[src/rtl/uart_bus_master_pkg.sv]
// Shared types and constants for the UART-to-bus bridge.
// Covers protocol states, status codes and command byte fields.
package uart_bus_master_pkg;

    typedef enum logic [2:0] {
        S_IDLE,
        S_ADDR,
        S_WDATA,
        S_BUS,
        S_RSEND,
        S_STATUS
    } state_t;

    localparam logic [7:0] STATUS_OK      = 8'h06;
    localparam logic [7:0] STATUS_TIMEOUT = 8'h15;

    localparam int CMD_WRITE_BIT = 7;
    localparam int CMD_BEATS_MSB = 6;
    localparam int CMD_BEATS_LSB = 0;

endpackage

[src/rtl/uart_rx.sv]
// 8N1 UART receiver with a two-flop synchroniser.
// valid pulses for one cycle per byte that has a good stop bit.
module uart_rx #(
    parameter int TICK = 217
) (
    input  logic       clk,
    input  logic       rst,
    input  logic       rx,
    output logic [7:0] data,
    output logic       valid
);

    typedef enum logic [1:0] {R_IDLE, R_START, R_DATA, R_STOP} rx_state_t;

    rx_state_t   state;
    logic [1:0]  sync;
    logic [31:0] cnt;
    logic [2:0]  idx;
    logic [7:0]  shift;
    logic        rx_s;

    assign rx_s = sync[1];

    always_ff @(posedge clk or posedge rst) begin
        if (rst) begin
            sync  <= 2'b11;
            state <= R_IDLE;
            cnt   <= '0;
            idx   <= '0;
            shift <= '0;
            data  <= '0;
            valid <= 1'b0;
        end else begin
            sync  <= {sync[0], rx};
            valid <= 1'b0;
            case (state)
                R_IDLE: begin
                    cnt <= '0;
                    if (!rx_s) state <= R_START;
                end
                // Re-check the line half a bit in, to reject glitches.
                R_START: begin
                    if (cnt == 32'(TICK / 2 - 1)) begin
                        cnt   <= '0;
                        idx   <= '0;
                        state <= rx_s ? R_IDLE : R_DATA;
                    end else begin
                        cnt <= cnt + 1'b1;
                    end
                end
                R_DATA: begin
                    if (cnt == 32'(TICK - 1)) begin
                        cnt   <= '0;
                        shift <= {rx_s, shift[7:1]};
                        if (idx == 3'd7) state <= R_STOP;
                        else             idx   <= idx + 1'b1;
                    end else begin
                        cnt <= cnt + 1'b1;
                    end
                end
                R_STOP: begin
                    if (cnt == 32'(TICK - 1)) begin
                        cnt   <= '0;
                        state <= R_IDLE;
                        if (rx_s) begin
                            data  <= shift;
                            valid <= 1'b1;
                        end
                    end else begin
                        cnt <= cnt + 1'b1;
                    end
                end
                default: state <= R_IDLE;
            endcase
        end
    end

endmodule

[src/rtl/uart_tx.sv]
// 8N1 UART transmitter; ready is high whenever a new byte may be started.
// The line idles high and is forced high by reset.
module uart_tx #(
    parameter int TICK = 217
) (
    input  logic       clk,
    input  logic       rst,
    input  logic       start,
    input  logic [7:0] data,
    output logic       tx,
    output logic       ready
);

    logic        active;
    logic [8:0]  shift;
    logic [3:0]  nbit;
    logic [31:0] cnt;

    assign ready = !active;

    always_ff @(posedge clk or posedge rst) begin
        if (rst) begin
            active <= 1'b0;
            shift  <= '0;
            nbit   <= '0;
            cnt    <= '0;
            tx     <= 1'b1;
        end else if (!active) begin
            if (start) begin
                active <= 1'b1;
                tx     <= 1'b0;
                shift  <= {1'b1, data};
                nbit   <= '0;
                cnt    <= '0;
            end
        end else if (cnt == 32'(TICK - 1)) begin
            cnt <= '0;
            // nbit 9 means the stop bit has just been held for a full period.
            if (nbit == 4'd9) begin
                active <= 1'b0;
            end else begin
                tx    <= shift[0];
                shift <= {1'b0, shift[8:1]};
                nbit  <= nbit + 1'b1;
            end
        end else begin
            cnt <= cnt + 1'b1;
        end
    end

endmodule

[src/rtl/uart_bus_master.sv]
// UART-driven bus master: decodes read/write frames from the serial line,
// runs single-beat bus cycles with ack timeout, and answers with data + status.
module uart_bus_master
    import uart_bus_master_pkg::*;
#(
    parameter int BAUDRATE    = 115200,
    parameter int SYS_FREQ    = 25000000,
    parameter int ADDR_WIDTH  = 16,
    parameter int DATA_WIDTH  = 8,
    parameter int ACK_TIMEOUT = 255,
    parameter int RX_TIMEOUT  = 4 * 10 * SYS_FREQ / BAUDRATE
) (
    input  logic                  i_clk,
    input  logic                  i_reset,
    input  logic [DATA_WIDTH-1:0] i_data,
    output logic [DATA_WIDTH-1:0] o_data,
    output logic [ADDR_WIDTH-1:0] o_addr,
    input  logic                  i_ack,
    output logic                  o_we,
    output logic                  o_cs,
    input  logic                  i_uart_rx,
    output logic                  o_uart_tx,
    output logic                  o_busy,
    output logic                  o_error
);

    localparam int TICK = SYS_FREQ / BAUDRATE;
    localparam int AB   = ADDR_WIDTH / 8;
    localparam int DB   = DATA_WIDTH / 8;

    state_t                state;
    logic [7:0]            rx_data;
    logic                  rx_valid;
    logic                  tx_start;
    logic [7:0]            tx_data;
    logic                  tx_ready;
    logic                  is_write;
    logic                  timed_out;
    logic [6:0]            beats_left;
    logic [1:0]            byte_cnt;
    logic [31:0]           ack_cnt;
    logic [31:0]           idle_cnt;
    logic [DATA_WIDTH-1:0] rdata;
    logic                  rx_expired;
    logic                  ack_expired;
    logic                  beat_end;
    logic                  tx_free;

    uart_rx #(.TICK(TICK)) u_rx (
        .clk   (i_clk),
        .rst   (i_reset),
        .rx    (i_uart_rx),
        .data  (rx_data),
        .valid (rx_valid)
    );

    uart_tx #(.TICK(TICK)) u_tx (
        .clk   (i_clk),
        .rst   (i_reset),
        .start (tx_start),
        .data  (tx_data),
        .tx    (o_uart_tx),
        .ready (tx_ready)
    );

    assign rx_expired  = (idle_cnt == 32'(RX_TIMEOUT - 1));
    assign ack_expired = (ack_cnt == 32'(ACK_TIMEOUT - 1));
    // After a timeout the remaining beats complete at once, with no bus cycle.
    assign beat_end    = timed_out || (o_cs && (i_ack || ack_expired));
    // tx_start is still in flight the cycle after it is raised.
    assign tx_free     = tx_ready && !tx_start;

    always_ff @(posedge i_clk or posedge i_reset) begin
        if (i_reset) begin
            state      <= S_IDLE;
            o_cs       <= 1'b0;
            o_we       <= 1'b0;
            o_addr     <= '0;
            o_data     <= '0;
            o_busy     <= 1'b0;
            o_error    <= 1'b0;
            tx_start   <= 1'b0;
            tx_data    <= '0;
            is_write   <= 1'b0;
            timed_out  <= 1'b0;
            beats_left <= '0;
            byte_cnt   <= '0;
            ack_cnt    <= '0;
            idle_cnt   <= '0;
            rdata      <= '0;
        end else begin
            tx_start <= 1'b0;
            case (state)
                S_IDLE: begin
                    if (rx_valid) begin
                        is_write   <= rx_data[CMD_WRITE_BIT];
                        beats_left <= rx_data[CMD_BEATS_MSB:CMD_BEATS_LSB];
                        byte_cnt   <= '0;
                        idle_cnt   <= '0;
                        timed_out  <= 1'b0;
                        o_busy     <= 1'b1;
                        state      <= S_ADDR;
                    end
                end
                S_ADDR: begin
                    if (rx_valid) begin
                        idle_cnt <= '0;
                        o_addr   <= (o_addr << 8) | ADDR_WIDTH'(rx_data);
                        byte_cnt <= byte_cnt + 1'b1;
                        if (byte_cnt == 2'(AB - 1)) begin
                            byte_cnt <= '0;
                            state    <= is_write ? S_WDATA : S_BUS;
                        end
                    end else if (rx_expired) begin
                        o_busy <= 1'b0;
                        state  <= S_IDLE;
                    end else begin
                        idle_cnt <= idle_cnt + 1'b1;
                    end
                end
                S_WDATA: begin
                    if (rx_valid) begin
                        idle_cnt <= '0;
                        o_data   <= (o_data << 8) | DATA_WIDTH'(rx_data);
                        byte_cnt <= byte_cnt + 1'b1;
                        if (byte_cnt == 2'(DB - 1)) begin
                            byte_cnt <= '0;
                            state    <= S_BUS;
                        end
                    end else if (rx_expired) begin
                        o_busy <= 1'b0;
                        state  <= S_IDLE;
                    end else begin
                        idle_cnt <= idle_cnt + 1'b1;
                    end
                end
                S_BUS: begin
                    if (beat_end) begin
                        o_cs   <= 1'b0;
                        o_we   <= 1'b0;
                        o_addr <= o_addr + 1'b1;
                        rdata  <= (o_cs && i_ack) ? i_data : '0;
                        if (o_cs && !i_ack) begin
                            o_error   <= 1'b1;
                            timed_out <= 1'b1;
                        end
                        if (!is_write) begin
                            byte_cnt <= '0;
                            state    <= S_RSEND;
                        end else if (beats_left == '0) begin
                            state <= S_STATUS;
                        end else begin
                            beats_left <= beats_left - 1'b1;
                            byte_cnt   <= '0;
                            idle_cnt   <= '0;
                            state      <= S_WDATA;
                        end
                    end else if (!o_cs) begin
                        o_cs    <= 1'b1;
                        o_we    <= is_write;
                        ack_cnt <= '0;
                    end else begin
                        ack_cnt <= ack_cnt + 1'b1;
                    end
                end
                S_RSEND: begin
                    if (tx_free) begin
                        tx_data  <= rdata[DATA_WIDTH-1 -: 8];
                        rdata    <= rdata << 8;
                        tx_start <= 1'b1;
                        byte_cnt <= byte_cnt + 1'b1;
                        if (byte_cnt == 2'(DB - 1)) begin
                            byte_cnt <= '0;
                            if (beats_left == '0) begin
                                state <= S_STATUS;
                            end else begin
                                beats_left <= beats_left - 1'b1;
                                state      <= S_BUS;
                            end
                        end
                    end
                end
                S_STATUS: begin
                    if (tx_free) begin
                        tx_data  <= timed_out ? STATUS_TIMEOUT : STATUS_OK;
                        tx_start <= 1'b1;
                        o_busy   <= 1'b0;
                        state    <= S_IDLE;
                    end
                end
                default: state <= S_IDLE;
            endcase
        end
    end

endmodule
[config.mk]
export PLATFORM = sky130hd
export DESIGN_NAME = uart_bus_master
export DESIGN_NICKNAME = d
export VERILOG_FILES = /design/src/rtl/uart_bus_master_pkg.sv /design/src/rtl/uart_rx.sv /design/src/rtl/uart_tx.sv /design/src/rtl/uart_bus_master.sv
export SDC_FILE = /design/constraint.sdc
export NUM_CORES = 1
export LEC_CHECK = 0
export CORE_ASPECT_RATIO = 0.9
export CORE_MARGIN = 1
export CORE_UTILIZATION = 44
export CTS_BUF_LIST = sky130_fd_sc_hd__clkbuf_8
export DETAILED_ROUTE_END_ITERATION = 6
export PLACE_DENSITY = 0.58
export SYNTH_ARGS = -nofsm -noshare
export SYNTH_HDL_FRONTEND = slang
export SYNTH_HIERARCHICAL = 1
export SYNTH_SLANG_ARGS = --single-unit
[constraint.sdc]
create_clock -name i_clk -period 6.4 [get_ports i_clk]
set_clock_uncertainty 0.2 [all_clocks]
set_input_delay 1.92 -clock i_clk [delete_from_list [all_inputs] [get_ports i_clk]]
set_output_delay 1.92 -clock i_clk [all_outputs]
set_load 0.02 [all_outputs]
==> metrics.txt, run 1 <==
worst slew pin tran roughly 1200 ps; Logic pwr share 0.016; simple-gate share of the synthesized area 0.2558; final worst-path cycle share 0.6565; sw frac 0.2294; Total GRT Usage 0.2072; Worst Path Required ~6700 ps; Via Count around 9.9k; layout cell share with drive strength beyond 1 0.09771; Synth async-reset ratio 1.000; Avg WL per Cell roughly 17 microns; HP Class reg2reg; global-route wire length before repair between 40000 and 50000 microns; RSZ-0062 raised after global routing no; Internal approximately 2.2 mW; HPWL Detailed 18880 microns; Max VDD drop between 150 and 200 uV; min setup slack post-route approximately 2200 ps; Clk pwr share 0.478; Post-CTS Setup Bufs 0; Hold-fix buffers, CTS 0; largest family of logic cells by synthesized area simple AND/OR/NAND/NOR gates; Synth Register Bits around 230; Final Max Tran Viols 0; initial antenna violation count 0; setup TNS 0 ps; count leader, synth dfrtp_1; clk_lat worst skew between 500 and 600 ps; hold_ws between 150 and 200 ps; grt total ovfl 0; H-Tree Depth 2; ANT cells 0; die area ~28000 sq um; wirelength, routed 28480 microns; Remaining DRCs 0; Crit Path Class in2reg; synth top area cells dfrtp_1 46%, nand2_1 3.5%, nor2_1 3.5%; Max Cap Viol 0; Final #Nets 1349; mux contribution to synthesized area 0.03301; top-area cell type share of the netlist area 0.4572; GP Congestion around 0.84; post-synthesis compound-gate area fraction 0.1427; PwrDens a little over 200 nW/um^2; Seq/Total Area, Yosys 0.4636; post-CTS sizing 0; CP Launch Type input pin; final setup fails 0; CTS tree built; Initial Utilization 0.4504; Worst slew margin 0.2160; Synth Cell Area 12210 sq um; Synth Area in XOR/XNOR 0.04879; Rows 57; count of port buffers added during placement 40; Post-synth top cells 223 x dfrtp_1, 115 x nand2_1, 115 x nor2_1, 75 x nand3_1, 69 x a21oi_1; CTS sink cnt between 200 and 250; crit path max fanout between 40 and 50; clock tree buffer depth 3; largest net degree at the start of global routing 75; Final Hold Viols 0; dpl ws roughly 1700 ps; drt pass-1 iters 5; Die Y around 160 microns; clock slew at reported path FFs 70 ps; CTS Buf Count 39; DIE WIDTH between 150 and 200 microns; DRT iter0 DRCs about 700; leakage around 5.9 nW; # IOs 41; final period demand of the worst path roughly 4200 ps; Synth Flop Type dfrtp_1; vias in the first global route 9477; ANT nets after route 0; top cell type by total area after synthesis dfrtp_1; Mapped Avg Cell Area 9.404 sq um; syn nets ~1.3k; number of synthesized flops with an enable pin 0; CTS root buf clkbuf_8; element type at the critical path end flip-flop; Psw 0.6491 mW; Core Region between 20000 and 30000 sq um; Layout area overhead 11.91%; post-synthesis adder-cell area fraction 0.01743; Synth cell types 80; Max Fclk roughly 240 MHz; Worst EP arrival ~4500 ps; Vias per Instance roughly 5.8; cells after synthesis 1298; Sequential Power Share 0.506; status finished clean; synth warn 6
-- flip-flops by register name, summed over array words and instances (netlist names), 2 cells and up, named ones only --
name and flops:
beats_left 7, u_rx/cnt 32, state 3, ack_cnt 32, u_tx/shift 9, u_tx/nbit 4
byte_cnt 2, rdata 8, u_rx/sync 2, idle_cnt 32, tx_data 8, u_tx/cnt 32
u_rx/data 8, o_addr 16, u_rx/idx 3, u_rx/shift 8, o_data 8
-- layer usage --
metal | global-route usage | vias to the layer above | wire (microns) | share of wire
li1 | - | 4810 | - | -
met1 | 0.3119 | 4817 | 14370 | 0.50
met2 | 0.3077 | 225 | 12280 | 0.43
met3 | 0.03238 | 50 | 1314 | 0.046
met4 | 0.05556 | 0 | 522 | 0.018
met5 | 0 | - | 0 | 0
-- area by class of cell --
cell class                      instances  area, sq um
Inverter                               44        167.7
Clock inverter                         23        141.4
Fill cell                            2575        13440
Multi-Input combinational cell        960         6095
Timing Repair Buffer                   49        480.5
Sequential cell                       226         5659
Tap cell                              354        442.9
Clock buffer                           49        674.4
-- through the flow --
stage,instance area (sq um),power (mW),cells,util
6_report,13660,2.830,1705,0.5041
5_1_grt,13660,2.948,1705,0.5041
4_1_cts,13660,2.881,1705,0.5041
3_5_place_dp,12840,1.505,1633,0.4740
3_3_place_gp,12840,1.505,1633,0.4740
2_1_floorplan,12210,1.483,1298,-
-- worst max-delay path, cell delays in order --
cell,delay [ps]
clkdlybuf4s50_1,570
a21oi_1,170
nand2_1,310
a21o_1,300
nand3_4,380
or4_1,630
a21oi_1,160
-- power groups by stage --
stage                     Sequential (mW)  Combinational [mW]  Clock (mW)
after floorplan                      1.46              0.0247           0
after global routing                 1.43              0.0525        1.46
after detailed placement             1.46              0.0466           0
final                                1.43              0.0441        1.35
after CTS                            1.43              0.0469        1.40
after global placement               1.46              0.0471           0
-- cell families after synthesis --
| kind of cell | Yosys count |
|---|---|
| buffers and inverters | 112 |
| AOI/OAI and AO/OA | 267 |
| DFF | 226 |
| and+or+nand+nor | 571 |
| muxes | 37 |
| adders and majority gates | 17 |
| xor gates and xnor gates | 68 |
-- cells in the final DEF (no fill, tap or decap), types with 17 or more instances in the layout --
cell type	n
mux2_2	23
or3_1	20
xnor2_1	34
o21ai_0	58
nand4_1	46
nor2_1	115
nor3_1	36
a21oi_1	68
and3_1	25
clkdlybuf4s50_1	40
inv_1	47
nand2_1	115
or4_1	19
ha_1	17
nor4_1	30
and4_1	18
xor2_1	34
a31oi_1	28
dfrtp_1	223
nand3_1	75
clkbuf_8	49
-- final timing paths --
| check | from | end | slack [ps] | depth (start not counted) |
|---|---|---|---|---|
| setup / recovery | i_ack | idle_cnt[24] | 2200 | 7 |
| hold / removal | u_rx/sync[0] | u_rx/sync[1] | 160 | 0 |
| setup reg to reg | state[2] | idle_cnt[24] | 2900 | 7 |
| hold reg to reg | u_rx/sync[0] | u_rx/sync[1] | 160 | 0 |
| max in group asynchronous | i_reset | byte_cnt[0] | 3280 | 3 |
| min in group asynchronous | i_reset | u_rx/cnt[16] | 1880 | 3 |
No activity file was read; power rests on OpenSTA's default activity.
==> inputs of run 2 (changes only) <==
==> constraint.sdc (replaced) <==
create_clock -name i_clk -period 4.2 [get_ports i_clk]
set_clock_uncertainty 0.2 [all_clocks]
set_input_delay 1.26 -clock i_clk [delete_from_list [all_inputs] [get_ports i_clk]]
set_output_delay 1.26 -clock i_clk [all_outputs]
set_load 0.02 [all_outputs]
==> metrics.txt, run 2 (synthesis results as in run 1) <==
ANT nets after route 0 (unchanged); Die Y 160.0 microns (unchanged); Final Power 4.501 mW (+59%); flop-to-flop setup slack 1020 ps (-1880 ps); Final #Nets 1358 (+0.67%); drt pass-1 iters 6 (+1); count of port buffers added during placement 40 (unchanged); final period demand of the worst path 3364 ps; DRT iter0 DRCs 674 (-2.5%); Worst slew margin 0.2492 (+0.03321); Initial Utilization 0.4504 (unchanged); FF-to-FF Start state[1]; RSZ-0062 raised after global routing no; Max Cap Viol 0 (unchanged); # IOs 41 (unchanged); Core Region 27100 sq um (unchanged); clock slew at reported path FFs 60 ps (about the same); WHS Path Cells 0 (unchanged); initial antenna violation count 0 (unchanged); clk_lat worst skew 550 ps (about the same); Remaining DRCs 0 (unchanged); CTS root buf clkbuf_8; crit path max fanout 42 (unchanged); Rows 57 (unchanged); Vias per Instance 5.779 (-0.49%); worst slew pin tran 1122 ps (-37.32 ps); Reg2Reg Depth 7 (unchanged); HPWL Detailed 18790 microns (-0.50%); most frequent cells in the layout 223 x dfrtp_1, 115 x nand2_1, 115 x nor2_1; Final Max Tran Viols 0 (unchanged); global-route wire length before repair 49400 microns (+1.3%); Via Count 9905 (+0.030%); hold endpoint u_rx/sync[1]; wirelength, routed 28820 microns (+1.2%); grt total ovfl 0 (unchanged); FF-to-FF End beats_left[1]; vias in the first global route 9436 (-0.43%); post-CTS sizing 0 (unchanged); Hold Crit Start u_rx/sync[0]; Hold-fix buffers, CTS 0 (unchanged); most common library cell in the layout ignoring fill and taps dfrtp_1; die area 28410 sq um (unchanged); element type at the critical path end flip-flop; Max Fclk roughly 300 MHz; Total GRT Usage 0.2105 (+0.003308); DIE WIDTH 177.6 microns (unchanged); Max VDD drop 209.7 uV (+34%); clock tree buffer depth 3 (unchanged); final setup fails 0 (unchanged); Avg WL per Cell 16.81 microns (+0.64%); Worst EP arrival 3620 ps (-840 ps); leakage 6.002 nW (+1.2%); Worst Path Required 4460 ps (-2190 ps); CTS Buf Count 41 (+5.1%); GP Congestion 0.8002 (-4.4%); status finished clean; setup TNS 0 ps (unchanged); final worst-path cycle share 0.8009; PwrDens 325.8 nW/um^2 (+57%); Final Hold Viols 0 (unchanged); largest net degree at the start of global routing 124 (+65%); CTS tree built; ANT cells 0 (unchanged); Post-CTS Setup Bufs 0 (unchanged); H-Tree Depth 2 (unchanged); CP Launch Type input pin; Layout area overhead 13.17%; CTS sink cnt 226 (unchanged); HP Class reg2reg; layout cell share with drive strength beyond 1 0.1037 (+0.005971); Crit Path Class in2reg
-- run 2: cell types whose count changed in the layout (fill, tap and decap cells not counted), sizes merged --
cell,change
inv,-2
bufinv,+1
buf,+7
clkinvlp,+1
clkinv,-3
clkbuf,+5
-- run 2: layout make-up --
class	count	area, sq um
multi-input combinational	960	6095
sequential	226	5659
clock buffer	54	743.2
timing repair buffer	56	558.0
inverter	44	168.9
tap	354	442.9
fill	2547	13290
clock inverter	20	147.6
-- run 2: how the worst max path moves through the flow --
| stage | startpoint | to | slack (ps) |
|---|---|---|---|
| global placement | i_ack | ack_cnt[27] | 410 |
| finish | i_ack | idle_cnt[30] | 840 |
| CTS | i_ack | idle_cnt[30] | 870 |
| global route | i_ack | idle_cnt[22] | 690 |
| detailed placement | i_ack | idle_cnt[30] | 300 |
| floorplan | i_ack | ack_cnt[23] | 1150 |
-- run 2: where the power goes --
part / switching [mW] / internal (mW)
logic: 0.0523 / 0.0186
registers: 0.00200 / 2.18
clock network: 0.969 / 1.28
total: 1.02 / 3.48
-- run 2: critical path, cell delays in order --
cell and delay (ps):
clkdlybuf4s50_1 520, a21oi_1 160, nand2_1 230, a21o_1 290, nand3_4 380, or4_1 610
a21oi_1 160
-- run 2: stage by stage --
step | cell area (sq um) | worst slack (ps) | instances | hold WS [ps] | utilization
finish | 13810 | 836.4 | 1714 | 145.6 | 0.5097
global placement | 12920 | 411.6 | 1640 | 145.7 | 0.4769
global route | 13810 | 686.9 | 1714 | 150.7 | 0.5097
floorplan | 12210 | 1151 | 1298 | 145.2 | -
detailed placement | 12920 | 301.9 | 1640 | 147.2 | 0.4769
CTS | 13810 | 874.9 | 1714 | 148.3 | 0.5097
-- run 2: layer usage --
layer / routed length [microns] / global-route usage / up-vias
met5: 0 / 0 / -
met1: 14680 / 0.3199 / 4854
li1: - / - / 4843
met2: 12350 / 0.3063 / 160
met3: 1216 / 0.03738 / 48
met4: 570 / 0.05594 / 0
==> inputs of run 3 (changes only) <==
--- a/config.mk
+++ b/config.mk
@@ -10,7 +10,7 @@
 export CORE_UTILIZATION = 44
 export CTS_BUF_LIST = sky130_fd_sc_hd__clkbuf_8
 export DETAILED_ROUTE_END_ITERATION = 6
-export PLACE_DENSITY = 0.58
+export PLACE_DENSITY = 0.61
 export SYNTH_ARGS = -nofsm -noshare
 export SYNTH_HDL_FRONTEND = slang
 export SYNTH_HIERARCHICAL = 1
==> constraint.sdc (replaced) <==
create_clock -name i_clk -period 3 [get_ports i_clk]
set_clock_uncertainty 0.2 [all_clocks]
set_input_delay 0.9 -clock i_clk [delete_from_list [all_inputs] [get_ports i_clk]]
set_output_delay 0.9 -clock i_clk [all_outputs]
set_load 0.02 [all_outputs]
==> metrics.txt, run 3 (synthesis results as in run 1) <==
CP Launch Type flip-flop; multi-input logic area 6095 sq um (unchanged); HP Class reg2reg; PwrDens 427.6 nW/um^2 (+31%); DRT iter0 DRCs 655 (-2.8%); Max Cap Viol 0 (unchanged); CTS Buf Count 41 (unchanged); Final Max Tran Viols 0 (unchanged); Vias per Instance 5.773 (-0.10%); DIE WIDTH 177.6 microns (unchanged); met2 global-route usage 0.3065 (about the same); H-Tree Depth 2 (unchanged); GP Congestion 0.8200 (+2.5%); clock slew at reported path FFs 60 ps (about the same); final period demand of the worst path 2790 ps; grt met1 use 0.3171 (-0.002799); Remaining DRCs 0 (unchanged); # IOs 41 (unchanged); die area 28410 sq um (unchanged); clock tree buffer depth 3 (unchanged); Worst slew margin 0.4565 (+0.2073); CTS root buf clkbuf_8; count of port buffers added during placement 40 (unchanged); Max Fclk 358.5 MHz; global-route wire length before repair 48740 microns (-1.3%); setup TNS 0 ps (unchanged); drt pass-1 iters 5 (-1); largest net degree at the start of global routing 70 (-44%); ANT nets after route 0 (unchanged); HPWL Detailed 19400 microns (+3.3%); Post-CTS Setup Bufs 0 (unchanged); Worst EP arrival 1690 ps (-1930 ps); leakage 6.213 nW (+3.5%); layout cell share with drive strength beyond 1 0.1229 (+0.01918); Fill cells 2527 (-0.79%); element type at the critical path end output pin; FF+latch area 5659 sq um (unchanged); Avg WL per Cell 16.33 microns (-2.9%); CTS sink cnt 226 (unchanged); vias in the first global route 9536 (+1.1%); Via Count 10.13k (+2.2%); post-CTS sizing 0 (unchanged); final setup fails 0 (unchanged); Area after DPL 13330 sq um (+3.1%); most common library cell in the layout ignoring fill and taps dfrtp_1; status finished clean; Final Power 6.047 mW (+34%); Hold-fix buffers, CTS 0 (unchanged); Die Y 160.0 microns (unchanged); Layout area overhead 15.87%; Total GRT Usage 0.2073 (-0.003154); initial antenna violation count 0 (unchanged); Rows 57 (unchanged); crit path max fanout 8 (-81%); Core Region 27100 sq um (unchanged); grt total ovfl 0 (unchanged); Max VDD drop 347.1 uV (+65%); Final #Nets 1400 (+3.1%); wirelength, routed 28640 microns (-0.61%); Initial Utilization 0.4504 (unchanged); Final Hold Viols 0 (unchanged); global route hottest layer met1; Worst Path Required 1900 ps (-2560 ps); GR Layer Usage met3 0.03024 (-0.007143); CTS tree built; ANT cells 0 (unchanged); worst slew pin tran 808.5 ps (-313.5 ps); Crit Path Class reg2out; final worst-path cycle share 0.9299; most frequent cells in the layout 223 x dfrtp_1, 115 x nand2_1, 115 x nor2_1; clk_lat worst skew 550 ps (about the same); post-route design area 14140 sq um (+2.4%); RSZ-0062 raised after global routing no
## run 3: cell count changes in the layout (fill, tap and decap cells not counted)
cell / before / now
buf_4: 13 / 48
clkinv_2: 10 / 1
inv_1: 47 / 56
buf_12: 3 / 10
bufinv_16: 2 / 0
clkbuf_8: 54 / 53
inv_8: 0 / 1
## run 3: cell type report
type                       count  share of cell area
clock buffer                  53             0.05157
clock inverter                19            0.006192
inverter                      44             0.01194
multi-input combinational    960              0.4309
sequential                   226              0.4001
tap                          354             0.03132
timing repair buffer          98             0.06794
## run 3: where the power goes
group / internal, mW / total, mW / switching, mW / leakage (nW)
sequential: 3.05 / 3.06 / 0.00295 / 3.05
combinational: 0.0344 / 0.108 / 0.0737 / 2.70
clock: 1.58 / 2.88 / 1.30 / 0.471
total: 4.67 / 6.05 / 1.38 / 6.21
## run 3: final timing paths
check | startpoint | endpoint | slack (ps) | depth (start not counted)
worst max-delay path | o_cs | o_cs | 210 | 2
max in group asynchronous | i_reset | u_tx/cnt[4] | 1450 | 3
min in group asynchronous | i_reset | u_rx/cnt[17] | 620 | 2
worst min register to register | u_rx/sync[0] | u_rx/sync[1] | 160 | 0
worst max register to register | ack_cnt[0] | idle_cnt[28] | 220 | 9
worst min-delay path | u_rx/sync[0] | u_rx/sync[1] | 160 | 0
## run 3: worst max-delay path: stages (launching register included)
cell	delay, ps
dfrtp_1	360
buf_4	170
clkdlybuf4s50_1	610
## run 3: metrics by stage
stage / hold slack [ps] / setup slack [ps] / instances / utilization
CTS: 159.0 / 173.6 / 1754 / 0.5219
detailed placement: 149.6 / -147.1 / 1682 / 0.4917
global route: 163.0 / 50.73 / 1754 / 0.5219
global placement: 148.2 / -119.1 / 1682 / 0.4917
finish: 156.8 / 210.3 / 1754 / 0.5219
floorplan: 145.2 / 311.0 / 1298 / -
## run 3: layer usage
metal,up-vias,share of wire,wire length (microns)
met5,-,0,0
met4,0,0.016,459
met3,42,0.047,1338
met2,219,0.44,12510
met1,4962,0.50,14340
li1,4903,-,-
